$ cat config.mk
export PLATFORM = sky130hd
export DESIGN_NAME = mc_control_hs
export DESIGN_NICKNAME = d
export VERILOG_FILES = /design/src/rtl/mc_control_hs.sv
export SDC_FILE = /design/constraint.sdc
export NUM_CORES = 1
export LEC_CHECK = 0
export CAP_MARGIN = 20
export CORE_ASPECT_RATIO = 1.4
export CORE_UTILIZATION = 51
export CTS_BUF_LIST = sky130_fd_sc_hd__clkbuf_16
export CTS_CLUSTER_DIAMETER = 120
export DETAILED_ROUTE_END_ITERATION = 8
export GPL_TIMING_DRIVEN = 0
export HOLD_SLACK_MARGIN = 0.02
export PLACE_DENSITY_LB_ADDON = 0.1
export SYNTH_ARGS = -nofsm -noshare
export SYNTH_HDL_FRONTEND = slang
export SYNTH_SLANG_ARGS = --single-unit
$ cat constraint.sdc
create_clock -name clk -period 3.2 [get_ports clk]
set_input_delay 0.8 -clock clk [delete_from_list [all_inputs] [get_ports clk]]
set_output_delay 0.8 -clock clk [all_outputs]
set_load 0.005 [all_outputs]
$ cat src/rtl/mc_control_hs.sv
// Multicycle MIPS control FSM with a memory-ready handshake, bne/addi/j decode and a retire counter.
// Define MC_CTRL_TIMEOUT_EN to trap into HALT when a memory wait state exceeds TIMEOUT cycles.
module mc_control_hs #(
  parameter int TIMEOUT = 255,
  parameter int CNT_W   = 32
) (
  input  logic             clk,
  input  logic             rst,
  input  logic [5:0]       op,
  input  logic             mem_ready,
  output logic             PCWrite,
  output logic             IorD,
  output logic             MemRead,
  output logic             MemWrite,
  output logic             MemToReg,
  output logic             IRWrite,
  output logic             ALUSrcA,
  output logic             RegWrite,
  output logic             RegDst,
  output logic             Branch,
  output logic             BranchNe,
  output logic [1:0]       ALUSrcB,
  output logic [1:0]       ALUOp,
  output logic [1:0]       PCSource,
  output logic [3:0]       state_o,
  output logic             illegal,
  output logic             retire,
  output logic [CNT_W-1:0] instr_count,
  output logic             err_timeout
);

  typedef enum logic [3:0] {
    FETCH  = 4'd0,  DECODE = 4'd1,  MEMADR = 4'd2,  MEMRD  = 4'd3,
    MEMWB  = 4'd4,  MEMWR  = 4'd5,  EXEC   = 4'd6,  ALUWB  = 4'd7,
    BRANCH = 4'd8,  JUMP   = 4'd9,  ADDIEX = 4'd10, ADDIWB = 4'd11,
    HALT   = 4'd15
  } state_t;

  localparam logic [5:0] OP_RTYPE = 6'h00;
  localparam logic [5:0] OP_J     = 6'h02;
  localparam logic [5:0] OP_BEQ   = 6'h04;
  localparam logic [5:0] OP_BNE   = 6'h05;
  localparam logic [5:0] OP_ADDI  = 6'h08;
  localparam logic [5:0] OP_LW    = 6'h23;
  localparam logic [5:0] OP_SW    = 6'h2B;

  state_t state, next_state;
  logic   expire;

  assign state_o = state;

`ifdef MC_CTRL_TIMEOUT_EN
  localparam int TW = $clog2(TIMEOUT + 1);
  logic [TW-1:0] wait_cnt;
  logic          waiting;

  assign waiting = (state == FETCH || state == MEMRD || state == MEMWR) && !mem_ready;
  assign expire  = waiting && (wait_cnt == TW'(TIMEOUT));
`else
  assign expire      = 1'b0;
  assign err_timeout = 1'b0;
`endif

  always_comb begin
    next_state = state;
    unique case (state)
      FETCH:  if (mem_ready) next_state = DECODE;
      DECODE: begin
        case (op)
          OP_LW, OP_SW:   next_state = MEMADR;
          OP_RTYPE:       next_state = EXEC;
          OP_BEQ, OP_BNE: next_state = BRANCH;
          OP_ADDI:        next_state = ADDIEX;
          OP_J:           next_state = JUMP;
          default:        next_state = FETCH;
        endcase
      end
      MEMADR: next_state = (op == OP_LW) ? MEMRD : MEMWR;
      MEMRD:  if (mem_ready) next_state = MEMWB;
      MEMWR:  if (mem_ready) next_state = FETCH;
      EXEC:   next_state = ALUWB;
      ADDIEX: next_state = ADDIWB;
      MEMWB, ALUWB, BRANCH, JUMP, ADDIWB: next_state = FETCH;
      HALT:   next_state = HALT;
      default: next_state = FETCH;
    endcase
    if (expire) next_state = HALT;
  end

  // Control outputs decode from the current state; FETCH and MEMWR also see mem_ready.
  always_comb begin
    PCWrite  = 1'b0; IorD     = 1'b0; MemRead  = 1'b0; MemWrite = 1'b0;
    MemToReg = 1'b0; IRWrite  = 1'b0; ALUSrcA  = 1'b0; RegWrite = 1'b0;
    RegDst   = 1'b0; Branch   = 1'b0; BranchNe = 1'b0; ALUSrcB  = 2'b00;
    ALUOp    = 2'b00; PCSource = 2'b00; illegal = 1'b0; retire   = 1'b0;
    unique case (state)
      FETCH: begin
        MemRead = 1'b1; ALUSrcB = 2'b01;
        IRWrite = mem_ready; PCWrite = mem_ready;
      end
      DECODE: begin
        ALUSrcB = 2'b11;
        if (!(op inside {OP_LW, OP_SW, OP_RTYPE, OP_BEQ, OP_BNE, OP_ADDI, OP_J})) begin
          illegal = 1'b1; retire = 1'b1;
        end
      end
      MEMADR: begin ALUSrcA = 1'b1; ALUSrcB = 2'b10; end
      MEMRD:  begin MemRead = 1'b1; IorD = 1'b1; end
      MEMWB:  begin MemToReg = 1'b1; RegWrite = 1'b1; retire = 1'b1; end
      MEMWR:  begin MemWrite = 1'b1; IorD = 1'b1; retire = mem_ready; end
      EXEC:   begin ALUSrcA = 1'b1; ALUOp = 2'b10; end
      ALUWB:  begin RegDst = 1'b1; RegWrite = 1'b1; retire = 1'b1; end
      BRANCH: begin
        ALUSrcA = 1'b1; ALUOp = 2'b01; PCSource = 2'b01; retire = 1'b1;
        Branch = (op == OP_BEQ); BranchNe = (op == OP_BNE);
      end
      ADDIEX: begin ALUSrcA = 1'b1; ALUSrcB = 2'b10; end
      ADDIWB: begin RegWrite = 1'b1; retire = 1'b1; end
      JUMP:   begin PCSource = 2'b10; PCWrite = 1'b1; retire = 1'b1; end
      HALT:   ;
      default: ;
    endcase
  end

  always_ff @(posedge clk or posedge rst) begin
    if (rst) begin
      state       <= FETCH;
      instr_count <= '0;
    end else begin
      state <= next_state;
      if (retire) instr_count <= instr_count + 1'b1;
    end
  end

`ifdef MC_CTRL_TIMEOUT_EN
  // The wait counter only survives consecutive not-ready cycles in the same wait state.
  always_ff @(posedge clk or posedge rst) begin
    if (rst) begin
      wait_cnt    <= '0;
      err_timeout <= 1'b0;
    end else begin
      if (waiting && !expire) wait_cnt <= wait_cnt + 1'b1;
      else                    wait_cnt <= '0;
      if (expire) err_timeout <= 1'b1;
    end
  end
`endif

endmodule

==> results of run 1 <==
## report_power, final
part / switching [uW] / total, uW / internal (uW)
clock: 168 / 448 / 279
sequential: 211 / 826 / 615
combinational: 573 / 1180 / 605
total: 953 / 2450 / 1500
## layer usage
| metal | share of wire | global-route usage | up-vias |
|---|---|---|---|
| li1 | - | - | 968 |
| met3 | 0.043 | 0.0423 | 17 |
| met1 | 0.40 | 0.275 | 946 |
| met2 | 0.53 | 0.439 | 72 |
| met5 | 0 | 0 | - |
| met4 | 0.031 | 0.139 | 0 |
## cells in the final DEF (no fill, tap or decap), drive strengths merged, types with 3 or more instances in the layout
master | netlist | routed
nand2 | 26 | 26
nor3 | 29 | 29
dfrtp | 36 | 36
nor4 | 8 | 8
clkdlybuf4s50 | 0 | 57
clkbuf | 3 | 11
xor2 | 29 | 29
and3 | 5 | 5
nor2 | 22 | 22
nand4 | 10 | 10
inv | 6 | 8
buf | 11 | 13
nand2b | 3 | 3
o21ai | 4 | 4
a21oi | 7 | 7
nand3 | 10 | 10
xnor2 | 4 | 4
## stage by stage
step / setup slack, ns / TNS [ns] / util / cells
floorplan: 0.627 / 0 / - / 238
global placement: -0.372 / -0.572 / 0.711 / 342
detailed placement: -0.374 / -0.573 / 0.718 / 343
CTS: 0.0335 / 0 / 0.761 / 352
global route: 0.102 / 0 / 0.762 / 352
finish: 0.199 / 0 / 0.762 / 352
## final timing paths
| path | cells past startpoint | slack (ns) | end | start |
|---|---|---|---|---|
| worst max register to register | 8 | 1.04 | instr_count[5] | state_o[1] |
| worst min register to register | 1 | 0.46 | instr_count[31] | instr_count[31] |
| worst min-delay path | 1 | 0.46 | instr_count[31] | instr_count[31] |
| max in group asynchronous | 3 | 1.72 | instr_count[16] | rst |
| min in group asynchronous | 2 | 0.94 | instr_count[23] | rst |
| worst max-delay path | 6 | 0.20 | retire | op[4] |
## final cells by class
type | instances | share of cell area
repair buffers | 63 | 0.207
multi-input cells | 182 | 0.400
flip-flops and latches | 36 | 0.297
well taps | 43 | 0.0177
inverters | 6 | 0.00742
plain buffers | 14 | 0.0264
clock inverters | 3 | 0.00371
clock buffers | 5 | 0.0412
## critical path: stages
cell and delay (ns):
clkdlybuf4s50_1 0.54, inv_1 0.10, o31ai_4 0.08, a21oi_2 0.10
inv_2 0.09, clkdlybuf4s50_1 0.50
## logic make-up after synthesis
logic type	Yosys count	synth area share
simple gates	124	0.320
flops	36	0.415
xor+xnor	33	0.133
compound gates	22	0.0727
buf+inv	20	0.0462
fa+ha+maj	1	0.00577
other cells	1	0.00173
mux	1	0.00519
## cell usage after synthesis, types with 4 or more instances
master and n:
nand4_1 8, inv_1 4, nand2_1 26, xnor2_1 4
xor2_1 29, a21oi_1 6, and3_1 5, nor3_1 27
buf_2 5, nor2_1 22, nand3_1 10, dfrtp_1 36
nor4_2 6
## repair_timing
action / CTS / global route
resized for setup: 8 / 12
hold buffers: 0 / 0
pin swaps: 2 / 1
setup endpoints to repair: 2 / 4
buffers inserted: 1 / 0
## sequential cells by signal (all words and copies together) (netlist names)
name         flops
instr_count     32
state_o          4
==> impl_metrics.env, run 1 <==
export IMPL_status="finished with violations"
export IMPL_violations="design-rule violations"
export IMPL_fin_skew_ns=0.00265
export IMPL_leakage_uw=0.00115
export IMPL_critical_path_required_ns=2.40
export IMPL_rows=27
export IMPL_io_pins=65
export IMPL_coreArea_sq_mm=0.00399
export IMPL_clk_latency_ns=0.27
export IMPL_grt_pass1_vias=1900
export IMPL_yosys_area_top_type="dfrtp_1"
export IMPL_drc=10
export IMPL_seq_area_sq_um=901
export IMPL_critPathMaxFanout=4
export IMPL_synth_edf_count=0
export IMPL_syn_num_nets=248
export IMPL_rsz0062_at_grt="no"
export IMPL_multiInputGateArea_sq_mm=0.00121
export IMPL_drive_gt1_frac=0.129
export IMPL_vias_per_cell=5.69
export IMPL_drtIter0Drc=73
export IMPL_period_needed_ns=3.00
export IMPL_cts_num_sinks=36
export IMPL_slew_headroom=0.552
export IMPL_dpl_cell_area_sq_mm=0.00286
export IMPL_dieArea_sq_mm=0.00452
export IMPL_crit_path_end_kind="output port"
export IMPL_yosysTopAreaCellShare=0.415
export IMPL_cts_made_buffers=5
export IMPL_cp_start_kind="input port"
export IMPL_ys_async_sr_fraction=1.00
export IMPL_grt_use_total=0.247
export IMPL_area_growth_pct=40.0
export IMPL_tritoncts="yes"
export IMPL_layout_cell_area_non_filler_sq_mm=0.00304
export IMPL_initial_core_util=0.544
export IMPL_antenna_found_initial=0
export IMPL_hold_viol_final=0
export IMPL_port_buffers=61
export IMPL_yosysSeqAreaShare=0.415
export IMPL_routed_via_count=2003
export IMPL_finalCritPeriodShare=0.938
export IMPL_power_density_mw_per_mm2=808
export IMPL_ys_warn_count=0
export IMPL_dpl_hpwl_um=3810
export IMPL_routed_wl_um=5340
export IMPL_ys_flop_type="dfrtp_1"
export IMPL_worst_setup_path_type="in2out"
export IMPL_postSynthAreaPerCell_sq_um=9.11
export IMPL_htreeDepth=2
export IMPL_grt_first_pass_wirelength_um=8650
export IMPL_worst_slew_pin_slew_ns=0.671
export IMPL_cts_clk_slew_worst_paths_ns=0.05
export IMPL_syn_instance_count=238
export IMPL_place_congestion=0.834
export IMPL_nets=318
export IMPL_syn_area_sq_mm=0.00217
export IMPL_synth_area_top_cells="dfrtp_1, xor2_1, nor3_1, nand2_1, nor2_1"
export IMPL_holdWs_ns=0.463
export IMPL_irDropWorstVdd_mv=0.312
export IMPL_fmax_mhz=333
export IMPL_ys_types=47
export IMPL_arrival_ns=2.20
export IMPL_die_w_um=57.1
export IMPL_grt_max_degree=22
export IMPL_first_pass_iters=6
export IMPL_drv_cap=0
export IMPL_power_total_uw=2450
export IMPL_antenna_cells=0
export IMPL_postRouteAntennaNets=0
export IMPL_drv_slew=0
export IMPL_ys_ff_latch=36
export IMPL_hp_class="reg2reg"
export IMPL_nFillCells=294
export IMPL_final_setup_viol_count=0
export IMPL_grt_ovfl_total=0
export IMPL_clockRootBuffer="clkbuf_16"
export IMPL_cts_path_max_buffers=2
export IMPL_wl_per_cell_um=15.2
export IMPL_die_y_um=79.2
(Power assumes the default switching activity.)
==> run 2, diff against run 1 <==
--- a/config.mk
+++ b/config.mk
@@ -6,8 +6,10 @@
 export NUM_CORES = 1
 export LEC_CHECK = 0
 export CAP_MARGIN = 20
+export CELL_PAD_IN_SITES_DETAIL_PLACEMENT = 1
+export CELL_PAD_IN_SITES_GLOBAL_PLACEMENT = 2
 export CORE_ASPECT_RATIO = 1.4
-export CORE_UTILIZATION = 51
+export CORE_UTILIZATION = 25
 export CTS_BUF_LIST = sky130_fd_sc_hd__clkbuf_16
 export CTS_CLUSTER_DIAMETER = 120
 export DETAILED_ROUTE_END_ITERATION = 8
==> constraint.sdc (replaced) <==
create_clock -name clk -period 2.5 [get_ports clk]
set_input_delay 0.625 -clock clk [delete_from_list [all_inputs] [get_ports clk]]
set_output_delay 0.625 -clock clk [all_outputs]
set_load 0.005 [all_outputs]
==> impl_metrics.env, run 2 (synthesis results as in run 1) <==
export IMPL_arrival_ns=1.85
export IMPL_final_setup_viol_count=0
export IMPL_cp_depth=6
export IMPL_final_common_cell="clkdlybuf4s50_1"
export IMPL_worst_slew_pin_slew_ns=0.778
export IMPL_path_cells="clkbuf_8, buf_4, nor2_2, a21oi_1, nor2_1, clkdlybuf4s50_1"
export IMPL_io_pins=65
export IMPL_cts_made_buffers=5
export IMPL_drc=0
export IMPL_dp_cells=401
export IMPL_routed_wl_um=6670
export IMPL_drv_cap=0
export IMPL_regToRegSetupSlack_ns=0.49
export IMPL_layoutNonFillerInstCount=428
export IMPL_seq_area_sq_um=902
export IMPL_cp_num_buf_inv=3
export IMPL_multiInputGateArea_sq_mm=0.00130
export IMPL_grt_max_degree=37
export IMPL_grt_ovfl_total=0
export IMPL_startpoint="state_o[3]"
export IMPL_status="completed"
export IMPL_coreArea_sq_mm=0.00830
export IMPL_grt_use_total=0.158
export IMPL_htreeDepth=2
export IMPL_rsz0062_at_grt="yes"
export IMPL_fin_skew_ns=0.00333
export IMPL_worst_setup_path_type="reg2out"
export IMPL_critPathMaxStageDelay_ns=0.50
export IMPL_holdBufCountCts=0
export IMPL_clockRootBuffer="clkbuf_16"
export IMPL_place_congestion=0.801
export IMPL_die_w_um=80.7
export IMPL_port_buffers=61
export IMPL_die_y_um=112
export IMPL_mostFrequentLayoutCells="clkdlybuf4s50_1, dfrtp_1, xor2_1"
export IMPL_grt_first_pass_wirelength_um=10900
export IMPL_crit_family="buffers and inverters"
export IMPL_cts_path_max_buffers=2
export IMPL_crit_path_end_kind="output port"
export IMPL_hold_viol_final=0
export IMPL_r2r_start="state_o[1]"
export IMPL_vias_per_cell=4.89
export IMPL_antenna_found_initial=0
export IMPL_power_total_uw=3310
export IMPL_wl_per_cell_um=15.6
export IMPL_period_needed_ns=2.48
export IMPL_cts_clk_slew_worst_paths_ns=0.05
export IMPL_rr_worst_depth=9
export IMPL_critPathCapture="ALUSrcB[1]"
export IMPL_grt_pass1_vias=2143
export IMPL_initial_core_util=0.261
export IMPL_postRouteAntennaNets=0
export IMPL_tritoncts="yes"
export IMPL_critical_path_slowest_cell="clkdlybuf4s50_1"
export IMPL_finalCritPeriodShare=0.991
export IMPL_largest_reg_flops=32
export IMPL_r2r_end="instr_count[31]"
export IMPL_nFillCells=975
export IMPL_critical_path_required_ns=1.88
export IMPL_routed_via_count=2093
export IMPL_power_density_mw_per_mm2=985
export IMPL_cp_start_kind="register"
export IMPL_first_pass_iters=4
export IMPL_fmax_mhz=404
export IMPL_irDropWorstVdd_mv=0.314
export IMPL_rows=39
export IMPL_leakage_uw=0.00130
export IMPL_dieArea_sq_mm=0.00906
export IMPL_critPathMaxFanout=6
export IMPL_largest_register="instr_count"
export IMPL_drtIter0Drc=40
export IMPL_cts_num_sinks=36
export IMPL_clk_latency_ns=0.28
export IMPL_drive_gt1_frac=0.242
export IMPL_hp_class="reg2reg"
export IMPL_antenna_cells=0
export IMPL_slew_headroom=0.481
export IMPL_nets=335
export IMPL_dpl_hpwl_um=4680
export IMPL_drv_slew=0
export IMPL_area_growth_pct=55.2
[run 2: worst min path at each step]
stage | startpoint | endpoint | cells past startpoint
after floorplan | instr_count[31] | instr_count[31] | 1
after global placement | instr_count[31] | instr_count[31] | 1
after detailed placement | instr_count[31] | instr_count[31] | 1
after CTS | instr_count[31] | instr_count[31] | 1
after global routing | instr_count[31] | instr_count[31] | 1
final | instr_count[31] | instr_count[31] | 1
[run 2: final cells by class]
cell class,instances,share of cell area
Clock inverter,3,0.00409
Sequential cell,36,0.268
Inverter,6,0.00744
Buffer,14,0.0361
Tap cell,102,0.0379
Timing Repair Buffer,80,0.224
Multi-Input combinational cell,182,0.386
Clock buffer,5,0.0372
[run 2: worst register-to-register path, stage by stage, from the launching register on]
cell and delay [ns]:
dfrtp_1 0.40, buf_6 0.16, nand2b_4 0.16, buf_4 0.16, nor3_4 0.16, a21oi_2 0.10
buf_4 0.15, buf_6 0.14, nor4_2 0.33, xor2_1 0.17
[run 2: routing by layer]
layer / share of wire / vias to the layer above / GRT usage
met5: 0 / - / 0
li1: - / 1004 / -
met4: 0.022 / 0 / 0.0690
met3: 0.044 / 9 / 0.0244
met1: 0.39 / 1027 / 0.176
met2: 0.54 / 53 / 0.289
[run 2: repair_timing]
item / in CTS / in global routing
resized for setup: 66 / 6
endpoints found under the setup margin: 18 / 7
pin swaps: 8 / 5
buffers inserted: 13 / 6
[run 2: power by group]
group          switching, uW  internal, uW
logic                    798           862
registers                264           786
clock network            241           362
[run 2: through the flow]
| step | cell area, sq um | TNS, ns | utilization | hold WS, ns | worst slack (ns) |
|---|---|---|---|---|---|
| 3_5_place_dp | 2910 | -9.93 | 0.350 | 0.461 | -0.793 |
| 2_1_floorplan | 2170 | 0 | - | 0.465 | 0.277 |
| 4_1_cts | 3300 | 0 | 0.398 | 0.472 | 0.00740 |
| 5_1_grt | 3360 | -0.119 | 0.406 | 0.491 | -0.0593 |
| 6_report | 3360 | 0 | 0.406 | 0.469 | 0.0221 |
| 3_3_place_gp | 2910 | -8.73 | 0.350 | 0.459 | -0.739 |
